[config.mk]
export PLATFORM = sky130hd
export DESIGN_NAME = uart_tx_dev
export DESIGN_NICKNAME = d
export VERILOG_FILES = /design/src/rtl/uart_tx_dev_pkg.sv /design/src/rtl/uart_fifo.sv /design/src/rtl/uart_tx_dev.sv
export SDC_FILE = /design/constraint.sdc
export NUM_CORES = 1
export LEC_CHECK = 0
export ABC_AREA = 1
export CAP_MARGIN = 20
export CORE_AREA = 2 2 104 106
export CTS_CLUSTER_SIZE = 40
export DETAILED_ROUTE_END_ITERATION = 6
export DIE_AREA = 0 0 106 108
export GPL_TIMING_DRIVEN = 0
export PLACE_DENSITY = 0.82
export SYNTH_ARGS = -nofsm -noshare
export SYNTH_HDL_FRONTEND = slang
export SYNTH_HIERARCHICAL = 1
export SYNTH_SLANG_ARGS = --single-unit
[constraint.sdc]
create_clock -name clk -period 2.9 [get_ports clk]
set_input_delay 0.58 -clock clk [delete_from_list [all_inputs] [get_ports clk]]
set_output_delay 0.58 -clock clk [all_outputs]
set_load 0.01 [all_outputs]
[src/rtl/uart_tx_dev_pkg.sv]
// Shared register offsets, FSM encoding and baud helper for the memory-mapped UART transmitter.
package uart_tx_dev_pkg;

    localparam logic [1:0] UART_CTRL   = 2'd0;
    localparam logic [1:0] UART_STATUS = 2'd1;
    localparam logic [1:0] UART_DATA   = 2'd2;
    localparam logic [1:0] UART_DIV    = 2'd3;

    localparam int CTRL_TXEN  = 0;
    localparam int CTRL_IRQEN = 1;

    typedef enum logic [1:0] {
        UART_IDLE   = 2'd0,
        UART_START  = 2'd1,
        UART_DATA_S = 2'd2,
        UART_STOP   = 2'd3
    } uart_state_e;

    // Last baud-counter value of a bit; a zero divisor behaves like a divisor of one.
    function automatic logic [15:0] last_tick(input logic [15:0] div);
        return (div == 16'd0) ? 16'd0 : div - 16'd1;
    endfunction

endpackage

[src/rtl/uart_fifo.sv]
// Byte FIFO feeding the UART serialiser; a push while full is accepted only if a pop happens too.
module uart_fifo #(
    parameter int DEPTH = 4
) (
    input  logic                     clk,
    input  logic                     reset,
    input  logic                     push,
    input  logic [7:0]               din,
    input  logic                     pop,
    output logic [7:0]               dout,
    output logic                     full,
    output logic                     empty,
    output logic [$clog2(DEPTH):0]   count
);
    localparam int AW = $clog2(DEPTH);
    localparam int CW = AW + 1;

    logic [7:0]    mem [DEPTH];
    logic [AW-1:0] wr_ptr;
    logic [AW-1:0] rd_ptr;
    logic          do_push;
    logic          do_pop;

    assign full    = (count == CW'(DEPTH));
    assign empty   = (count == '0);
    assign do_pop  = pop && !empty;
    assign do_push = push && (!full || do_pop);
    assign dout    = mem[rd_ptr];

    // NOTE: storage carries no reset; the pointers and count define which entries are valid.
    always_ff @(posedge clk) begin
        if (do_push) mem[wr_ptr] <= din;
    end

    always_ff @(posedge clk or posedge reset) begin
        if (reset) begin
            wr_ptr <= '0;
            rd_ptr <= '0;
            count  <= '0;
        end else begin
            if (do_push) wr_ptr <= wr_ptr + AW'(1);
            if (do_pop)  rd_ptr <= rd_ptr + AW'(1);
            case ({do_push, do_pop})
                2'b10:   count <= count + CW'(1);
                2'b01:   count <= count - CW'(1);
                default: count <= count;
            endcase
        end
    end

endmodule

[src/rtl/uart_tx_dev.sv]
// Bridge-attached UART transmitter: register file, 8N1 baud FSM and level IRQ on drained idle line.
module uart_tx_dev
    import uart_tx_dev_pkg::*;
#(
    parameter logic [31:0] BASE      = 32'h0000_7F20,
    parameter int          DEPTH     = 4,
    parameter logic [15:0] DIV_RESET = 16'd4
) (
    input  logic        clk,
    input  logic        reset,
    input  logic [31:0] addr,
    input  logic        we,
    input  logic [3:0]  be,
    input  logic [31:0] wd,
    output logic [31:0] RD,
    output logic        IRQ,
    output logic        tx
);
    logic [1:0]             ctrl;
    logic [15:0]            divisor;
    logic                   ovf;
    uart_state_e            state;
    logic [7:0]             shreg;
    logic [2:0]             bitidx;
    logic [15:0]            cnt;

    logic                   sel;
    logic [1:0]             off;
    logic                   wr;
    logic                   push;
    logic                   pop;
    logic                   bit_end;
    logic [7:0]             fifo_dout;
    logic                   full;
    logic                   empty;
    logic [$clog2(DEPTH):0] count;
    logic                   unused_bits;

    assign sel     = (addr[31:4] == BASE[31:4]);
    assign off     = addr[3:2];
    assign wr      = we && sel;
    assign push    = wr && (off == UART_DATA) && be[0];
    assign pop     = (state == UART_IDLE) && ctrl[CTRL_TXEN] && !empty;
    assign bit_end = (cnt >= last_tick(divisor));

    assign unused_bits = ^{wd[31:16], be[3:2], addr[1:0]};

    uart_fifo #(.DEPTH(DEPTH)) u_fifo (
        .clk   (clk),
        .reset (reset),
        .push  (push),
        .din   (wd[7:0]),
        .pop   (pop),
        .dout  (fifo_dout),
        .full  (full),
        .empty (empty),
        .count (count)
    );

    always_ff @(posedge clk or posedge reset) begin
        if (reset) begin
            ctrl    <= '0;
            divisor <= DIV_RESET;
            ovf     <= 1'b0;
        end else begin
            if (wr && off == UART_CTRL && be[0]) ctrl <= wd[1:0];
            if (wr && off == UART_DIV) begin
                if (be[0]) divisor[7:0]  <= wd[7:0];
                if (be[1]) divisor[15:8] <= wd[15:8];
            end
            // A push onto a full FIFO is lost unless the serialiser pops in the same cycle.
            if (wr && off == UART_STATUS && be[0]) ovf <= 1'b0;
            else if (push && full && !pop)         ovf <= 1'b1;
        end
    end

    // NOTE: all FSM state uses non-blocking assignments so every register samples pre-edge values.
    always_ff @(posedge clk or posedge reset) begin
        if (reset) begin
            state  <= UART_IDLE;
            shreg  <= '0;
            bitidx <= '0;
            cnt    <= '0;
            tx     <= 1'b1;
            IRQ    <= 1'b0;
        end else begin
            IRQ <= ctrl[CTRL_IRQEN] && empty && (state == UART_IDLE);
            case (state)
                UART_IDLE: begin
                    cnt <= '0;
                    if (pop) begin
                        shreg <= fifo_dout;
                        tx    <= 1'b0;
                        state <= UART_START;
                    end else begin
                        tx <= 1'b1;
                    end
                end
                UART_START: begin
                    if (bit_end) begin
                        tx     <= shreg[0];
                        bitidx <= '0;
                        cnt    <= '0;
                        state  <= UART_DATA_S;
                    end else begin
                        cnt <= cnt + 16'd1;
                    end
                end
                UART_DATA_S: begin
                    if (bit_end) begin
                        cnt <= '0;
                        if (bitidx == 3'd7) begin
                            tx    <= 1'b1;
                            state <= UART_STOP;
                        end else begin
                            shreg  <= shreg >> 1;
                            tx     <= shreg[1];
                            bitidx <= bitidx + 3'd1;
                        end
                    end else begin
                        cnt <= cnt + 16'd1;
                    end
                end
                UART_STOP: begin
                    if (bit_end) begin
                        cnt   <= '0;
                        state <= UART_IDLE;
                    end else begin
                        cnt <= cnt + 16'd1;
                    end
                end
                default: state <= UART_IDLE;
            endcase
        end
    end

    // NOTE: RD gets a default before the case so no path through the block can infer a latch.
    always_comb begin
        RD = '0;
        case (off)
            UART_CTRL:   RD = {30'd0, ctrl};
            UART_STATUS: RD = {24'd0, 4'(count), ovf, empty, full, state != UART_IDLE};
            UART_DIV:    RD = {16'd0, divisor};
            default:     RD = '0;
        endcase
    end

endmodule

==> results.cfg <==
[timing]
setup_viol = 28
layout_min_cycle_time_ns = 3.112
setup_ws_ns = -0.2121
fin_skew_ns = 0.01210
rsz0062_at_grt = true
hold_violations = 0
finalMaxSlewViolations = 0
fmaxAchievable_mhz = 321.3
slew_headroom = 0.3087
setup_tns_ns = -3.274
tightest_slew_ns = 1.033
min_period_over_period = 1.073
holdWs_ns = 0.4678

[detailed_routing]
vias = 5003
wirelength_mm = 14.42
firstDrtPassIters = 5
drt_iter0_drc = 350
ant_nets = 0
vias_per_cell = 5.540
wire_per_inst_um = 15.97
drc = 0

[setup_path]
crit_path_end_kind = register
path_cells = inv_2 -> buf_4 -> ha_4 -> nand2_2 -> nor2_4 -> inv_1 -> nor2_2 -> nand2_1 -> nand2_1 -> nand3_2 -> ha_1 -> nand4_1 -> a21oi_2 -> nor2_4 -> nand2_2 -> or2_1 -> buf_6 -> buf_8 -> nor2_2
critPathArrivalTime_ns = 3.42
crit_required_ns = 3.21
cp-start-kind = register
crit_family = simple AND/OR/NAND/NOR gates
path_class = reg2reg
cp_slowest_stage_delay_ns = 0.41
crit_slowest_cell = dfrtp_1
path_max_fanout = 7
critPathBufInv = 5

[floorplanning]
rows = 37
dieHeight_um = 108
die-width_um = 106
ioPinCount = 105
placeableCoreArea_um2 = 10230
start_util = 0.5222
dieArea_um2 = 11450

[finish]
fillers = 733
mostFrequentLayoutCells = 117 x nand2_1, 70 x inv_1, 70 x nor2_1
syn_to_final_growth_pct = 33.37
diodes = 0
drive_gt1_frac = 0.2412
nets = 865
final_common_cell = nand2_1

[outcome]
status = finished with violations
violations = negative setup slack

[grt]
grt-ovfl-total = 0
grt_pass1_vias = 4549
grt_pass1_wl_mm = 20.58
antenna_found_initial = 0
grt_util_all_layers = 0.2247
grt_max_degree = 39

[clock_network]
clkSinkCount = 89
postCtsHoldBufs = 0
cts_tree = done
cts_max_level = 3
cts_inserted_buffers = 9
clk_latency_ns = 0.38
clkTransAtPathRegs_ns = 0.11
clockBufferDepth = 2
root_buffer = clkbuf_8

[synthesis]
ys_seq_elements = 89
syn_area_um2 = 5343
synth_cells = 645
synth_edf_count = 32
synth_ff_type = dfrtp_1
synth-async-reset-ratio = 0.6404
syn_avg_cell_area_um2 = 8.283
ys_seq_area_frac = 0.4473
synth_warnings = 6
synth.distinct_cells = 44

[pwr]
max-vdd-ir-drop_v = 0.0003453
p_leak_nw = 3.175
p_per_area_nw_per_um2 = 349.5

[place]
dp_hpwl_mm = 9.266
place_congestion = 0.9180
io_buffers = 67

[min_path]
hold_path_class = reg2reg

[run]
drv_cap = 0
==> metrics by stage <==
step | std cells | cell area, um^2 | setup WS, ns | power [W] | util
floorplan | 660 | 5399 | 0.2463 | 0.001481 | -
global placement | 863 | 6240 | -0.4123 | 0.001587 | 0.6099
detailed placement | 864 | 6260 | -0.4909 | 0.001598 | 0.6118
CTS | 884 | 6529 | 0.004550 | 0.002457 | 0.6381
global route | 903 | 7126 | -0.2627 | 0.002566 | 0.6965
finish | 903 | 7126 | -0.2121 | 0.002490 | 0.6965
==> flip-flops by register name (all words and copies together), names as in the netlist <==
name           count
bitidx             3
IRQ                1
u_fifo/count       3
u_fifo/mem        32
u_fifo/rd_ptr      2
ovf                1
shreg              8
ctrl               2
divisor           16
cnt               16
tx                 1
state              2
u_fifo/wr_ptr      2
==> cell usage after synthesis, types with 2 or more instances <==
cell / number / area (um^2)
nand2_2: 6 / 37.54
dfrtp_1: 55 / 1376
xnor2_1: 6 / 52.55
inv_2: 2 / 7.510
nand4_1: 15 / 93.84
o21ai_0: 37 / 185.2
buf_8: 2 / 30.03
nor4_1: 5 / 31.28
nor2_2: 7 / 43.79
ha_1: 31 / 387.9
xor2_1: 9 / 78.83
nand2_1: 135 / 506.7
nand3b_1: 3 / 22.52
buf_4: 17 / 127.6
inv_1: 77 / 289.0
nand3_2: 2 / 20.02
or2_2: 2 / 12.51
nand3_1: 39 / 195.2
o21ai_1: 16 / 80.08
o21ai_2: 8 / 70.07
nor2_1: 90 / 337.8
o22ai_1: 2 / 12.51
buf_6: 6 / 67.56
clkbuf_1: 3 / 11.26
o221ai_1: 2 / 17.52
a21oi_1: 10 / 50.05
dfstp_2: 2 / 52.55
edfxtp_1: 32 / 960.9
nor3_1: 9 / 45.04
==> path summary, 6_finish.rpt <==
check | start | end | slack [ns] | depth (start not counted)
hold reg to reg | cnt[0] | cnt[0] | 0.47 | 1
hold / removal | cnt[0] | cnt[0] | 0.47 | 1
min in group asynchronous | reset | u_fifo/count[2] | 0.50 | 2
setup / recovery | divisor[0] | cnt[15] | -0.21 | 19
setup reg to reg | divisor[0] | cnt[15] | -0.21 | 19
max in group asynchronous | reset | tx | 1.83 | 3
==> per-layer routing <==
layer	routed length (um)	share of wire	up-vias	track usage
met5	0	0	-	0
met4	598	0.041	0	0.08929
met3	1115	0.077	67	0.04219
met2	7185	0.50	290	0.3968
met1	5523	0.38	2335	0.2732
li1	-	-	2311	-
==> logic make-up (layout without fill, tap and decap cells) <==
family | after synthesis | in the layout | share of synthesized area
adder cells (fa/ha/maj) | 32 | 32 | 0.07635
flip-flops | 89 | 89 | 0.4473
other | 1 | 16 | 0.0007019
buffers and inverters | 109 | 216 | 0.1026
XOR/XNOR | 15 | 15 | 0.02459
AO/OA/AOI/OAI | 78 | 78 | 0.08174
AND/OR/NAND/NOR | 321 | 321 | 0.2667
==> layout make-up <==
cell class	count	area [um^2]	share of cell area
plain buffers	28	251.5	0.03529
repair buffers	91	915.9	0.1285
clock buffers	9	123.9	0.01738
inverters	81	316.6	0.04443
well taps	136	170.2	0.02388
flip-flops and latches	89	2392	0.3357
clock inverters	7	78.83	0.01106
multi-input cells	462	2877	0.4037
==> repair_timing <==
action / 4_1_cts / 5_1_grt
pin swaps: 4 / 46
setup buffers: 4 / 19
gates cloned: 0 / 1
resized for setup: 16 / 110
setup endpoints to repair: 56 / 59
==> where the power goes <==
| group | internal [W] | switching, W |
|---|---|---|
| Sequential | 0.00134 | 0.0000311 |
| Combinational | 0.000125 | 0.000105 |
| Clock | 0.000347 | 0.000538 |
| Total | 0.00182 | 0.000674 |
==> worst reg2reg max path: stages (launching register included) <==
cell,delay [ns]
dfrtp_1,0.41
inv_2,0.11
buf_4,0.13
ha_4,0.15
nand2_2,0.10
nor2_4,0.13
inv_1,0.10
nor2_2,0.19
nand2_1,0.11
nand2_1,0.11
nand3_2,0.08
ha_1,0.32
nand4_1,0.16
a21oi_2,0.06
nor2_4,0.15
nand2_2,0.09
or2_1,0.24
buf_6,0.14
buf_8,0.14
nor2_2,0.10
No activity file was read; power rests on OpenSTA's default activity.
